--- src/rtl/pc_pkg.sv ---
// Shared program-counter definitions for the instruction-fetch stage.
// Provides the default PC width, the default reset vector and the PC type.
package pc_pkg;

    localparam int           PC_WIDTH        = 32;
    localparam logic [31:0]  PC_RESET_VECTOR = 32'h0000_0000;

    typedef logic [PC_WIDTH-1:0] pc_t;

endpackage : pc_pkg

--- src/rtl/pc_reg_dff_ar_en.sv ---
// dff_ar_en: parameterised D flip-flop bank with an asynchronous active-low
// reset to a fixed value and a synchronous clock enable.
module dff_ar_en #(
    parameter int               WIDTH     = 1,
    parameter logic [WIDTH-1:0] RESET_VAL = '0
) (
    input  logic             clk,
    input  logic             rst_n,
    input  logic             i_en,
    input  logic [WIDTH-1:0] i_d,
    output logic [WIDTH-1:0] o_q
);

    logic [WIDTH-1:0] r_q;

    // Async reset to RESET_VAL; otherwise capture i_d on enabled rising edges.
    always_ff @(posedge clk or negedge rst_n) begin
        if (!rst_n) begin
            r_q <= RESET_VAL;
        end else if (i_en) begin
            // NOTE: non-blocking assignment so every flop samples pre-edge values;
            // a blocking '=' here would create order-dependent simulation races.
            r_q <= i_d;
        end
    end

    // Output comes straight from the flops: no combinational path from i_d.
    assign o_q = r_q;

endmodule : dff_ar_en

--- src/rtl/pc_reg.sv ---
// pc_reg: program-counter state register for the instruction-fetch stage.
// Captures the next-PC on each rising clk edge and drives the current PC to
// instruction memory and the PC+4 adder. rstn (async, active-low) forces the
// PC to RESET_VECTOR immediately. The value is stored bit-exact.
// Optional feature: define PC_REG_STALL_EN to add a 'stall' port that holds
// the PC (clock enable); reset still overrides stall.
// Port order is fixed (pcOut, pc, clk, rstn[, stall]) because existing
// instantiations connect positionally.
module pc_reg
    import pc_pkg::*;
#(
    parameter int               WIDTH        = PC_WIDTH,
    parameter logic [WIDTH-1:0] RESET_VECTOR = WIDTH'(PC_RESET_VECTOR)
) (
    output logic [WIDTH-1:0] pcOut,
    input  logic [WIDTH-1:0] pc,
    input  logic             clk,
    input  logic             rstn
`ifdef PC_REG_STALL_EN
    ,
    input  logic             stall
`endif
);

    logic w_en;

    // Load enable: every cycle by default, or gated off while stalled.
`ifdef PC_REG_STALL_EN
    assign w_en = ~stall;
`else
    assign w_en = 1'b1;
`endif

    dff_ar_en #(
        .WIDTH     (WIDTH),
        .RESET_VAL (RESET_VECTOR)
    ) u_pc_ff (
        .clk   (clk),
        .rst_n (rstn),
        .i_en  (w_en),
        .i_d   (pc),
        .o_q   (pcOut)
    );

endmodule : pc_reg

--- config.mk ---
export PLATFORM = sky130hd
export DESIGN_NAME = pc_reg
export DESIGN_NICKNAME = d
export VERILOG_FILES = /design/src/rtl/pc_pkg.sv /design/src/rtl/pc_reg_dff_ar_en.sv /design/src/rtl/pc_reg.sv
export SDC_FILE = /design/constraint.sdc
export NUM_CORES = 1
export LEC_CHECK = 0
export CAP_MARGIN = 25
export CORE_ASPECT_RATIO = 1.25
export CORE_MARGIN = 10
export CORE_UTILIZATION = 60
export DETAILED_ROUTE_END_ITERATION = 10
export DONT_BUFFER_PORTS = 1
export PLACE_DENSITY = 0.8
export SLEW_MARGIN = 0
export SYNTH_ARGS = -nofsm -noshare
export SYNTH_HDL_FRONTEND = slang
export SYNTH_HIERARCHICAL = 1
export SYNTH_SLANG_ARGS = --single-unit
export TNS_END_PERCENT = 20
--- constraint.sdc ---
create_clock -name clk -period 0.83 [get_ports clk]
set_input_delay 0.166 -clock clk [delete_from_list [all_inputs] [get_ports clk]]
set_output_delay 0.166 -clock clk [all_outputs]
set_load 0.02 [all_outputs]
==> summary.md <==
For this design the ratio of total power to cell area is 1960 mW/mm^2. The clock-pin transition on the worst setup and hold timing paths was 0.09 ns. The run gives 0.00174 sq mm as the final non-filler cell area. Critical path launch point: u_pc_ff/o_q[18].

The net switching power came out at 929 uW. The detail-routed net length per standard cell was 22.1 um; the portion of total power attributed to sequential cells was 60.9%. Count of mapped cells out of synthesis: 69. The tool flagged a number of max-cap violations equal to 0. The largest fanout of any net on the critical path was 2. For the DRC violation total after the first TritonRoute iteration, the log shows 26.

Cells fill 80.3% of the core in the end. The run gives 811 as the via count of the first global-routing pass. The final reports fail on negative hold slack, negative setup slack. For this configuration, the core starts out at a cell density of 62.3%.

The final worst hold slack came out at -0.474 ns. Once detailed placement completed, the half-perimeter wirelength came to 1910 um. The netlist uses 6 different library cells. The run finished, with violations left. Summed over all layers, the global routing overflow is 0. Combined flip-flop and latch cell area: 841 sq um.

Dividing the detail-routed via count by the number of cells gives 5.12. The buffer type at the clock tree root was sky130_fd_sc_hd__clkbuf_4. The run gives 13.6% as the total global-route track usage. The total area inside the core boundary comes to 0.00216 sq mm. The H-tree generated during clock tree synthesis spans 2 levels. In this run, the clock network consumes 26.3% of the power. STA puts the critical path data arrival time at 0.79 ns. For the wire length of the first global-routing pass, the log shows 4730 um. The logs give 32 for the number of buffers inserted by hold repair at cts and 3010 um for the total length of routed wires.

Setup violations remaining at the end of the flow were counted as 32. The count of fill cells added during filler insertion was 116. The run gives 477 sq um as the combined area of the multi-input logic cells. By startpoint and endpoint, the worst setup path is classified as reg2out. The min-delay analysis places its worst path in the category in2async.

Of the total power, the share spent switching nets is 27.3%. TritonCTS built the clock tree. The tools report the die area as 0.00456 sq mm. STA classifies the critical path startpoint as a register. The share of the cycle needed by the critical path after routing is 116%. In the routed design, unresolved DRC markers number 0. The final route contains 696 vias.

After synthesis the netlist holds a flip-flop and latch count of 32. The run gives 32 as the number of hold violations in the final report. The tools report the I/O pin count as 66. The maximum number of buffers from clock root to sink was 2. Compared with the post-synthesis result, the final layout area differs by 28.8%.

The fraction of final layout cells sized beyond drive strength 1 came out at 68.6%. Measured along the y axis, the die boundary spans 73.0 um. The repair_antennas step left the layout with diodes totalling 0.

Averaged over all synthesized cells, the footprint is 19.5 sq um. The congestion estimate from routability-driven global placement came to 0.651. The register with the most flip-flops in the layout has 32 of them. For this run, the post-layout net count is 138. Summing every instance area after synthesis gives 0.00135 sq mm. TritonCTS created 5 clock buffers. The logs give 103 for the total nets after synthesis and 32 for the clock sink count. The power after layout is 3.40 mW. The maximum number of pins on one net before global-route repair was 33; the required time of the critical path was 0.66 ns. For the finished layout, the period the worst path requires is 0.960 ns. For the portion of the post-synthesis area used by sequential elements, the log shows 59.4%. In this run the static leakage power is 0.771 nW. The number of warnings issued by yosys is 6, and the post-CTS setup buffer count is 0. The initial antenna violation count came out at 0. The floorplan has 19 rows. For the number of iterations in the first detailed-routing pass, the log shows 3. In this run the horizontal extent of the chip is 62.4 um. The run gives 0.00132 sq mm as the placed cell area. The quantity of I/O buffers inserted on ports was 0; the maximum clock frequency was 1.04 GHz. Setup repair after global routing could not meet its margin everywhere. The tools report the setup slack after layout as -0.130 ns. For the internal portion of total power, the log shows 2.47 mW. IR analysis of the VDD net gives a maximum drop of 1480 uV.

The kind of end point of the critical path was a primary output. The tools report the final-report max-slew violation count as 0. The combinational power share was 12.8%; the post-detailed-route count of antenna-violating nets was 0.
-- through the flow --
| step | cells | worst slack, ns | setup TNS [ns] |
|---|---|---|---|
| after floorplan | 69 | 0.239 | 0 |
| after global placement | 96 | 0.204 | 0 |
| after detailed placement | 96 | 0.193 | 0 |
| after CTS | 136 | -0.151 | -4.42 |
| after global routing | 136 | -0.185 | -5.55 |
| final | 136 | -0.130 | -3.91 |
-- synthesized netlist by cell type (all sizes together) --
library cell | number | share of area (%)
dfrtp | 32 | 59
mux2 | 32 | 35
buf | 4 | 5.3
conb | 1 | 0.28
-- cell type report --
| class | instances | share of cell area [%] |
|---|---|---|
| Tap cell | 31 | 2.23 |
| Timing Repair Buffer | 32 | 18.4 |
| Clock buffer | 6 | 2.95 |
| Clock inverter | 2 | 0.576 |
| Multi-Input combinational cell | 33 | 27.4 |
| Sequential cell | 32 | 48.4 |
-- logic make-up (layout without fill, tap and decap cells) --
logic type | after synthesis | after routing | synth area share (%)
buf+inv | 4 | 40 | 5.29
flops | 32 | 32 | 59.4
mux | 32 | 32 | 35.1
other cells | 1 | 1 | 0.278
-- routing by layer --
layer	up-vias	share of wire (%)	global-route usage (%)
met3	5	12	8.76
met4	0	1.3	5.22
met1	344	35	13.0
li1	306	-	-
met5	-	0	0
met2	41	52	23.1
-- power groups by stage --
stage                     Sequential (mW)  Clock [mW]  Combinational [mW]
after floorplan                      2.02           0               0.324
after global placement               2.07           0               0.294
after detailed placement             2.07           0               0.299
after CTS                            2.08       0.926               0.424
after global routing                 2.09        1.03               0.460
final                                2.07       0.895               0.435
-- cells in the final DEF (no fill, tap or decap) --
master	instances
sky130_fd_sc_hd__dlygate4sd3_1	32
sky130_fd_sc_hd__dfrtp_2	32
sky130_fd_sc_hd__mux2_4	30
sky130_fd_sc_hd__clkbuf_4	5
sky130_fd_sc_hd__clkinv_2	2
sky130_fd_sc_hd__mux2_2	2
sky130_fd_sc_hd__clkbuf_8	1
sky130_fd_sc_hd__conb_1	1
-- what timing repair did --
| item | in CTS | in global routing |
|---|---|---|
| endpoints found under the setup margin | 32 | 32 |
| resized for setup | 32 | 0 |
| endpoints found under the hold margin | 64 | 32 |
-- worst max path at each step --
stage | cells past startpoint | to | slack (ns)
floorplan | 0 | pcOut[0] | 0.24
global placement | 0 | pcOut[11] | 0.20
detailed placement | 0 | pcOut[11] | 0.19
CTS | 0 | pcOut[11] | -0.15
global route | 0 | pcOut[20] | -0.19
finish | 0 | pcOut[18] | -0.13
No activity file was read; power rests on OpenSTA's default activity.
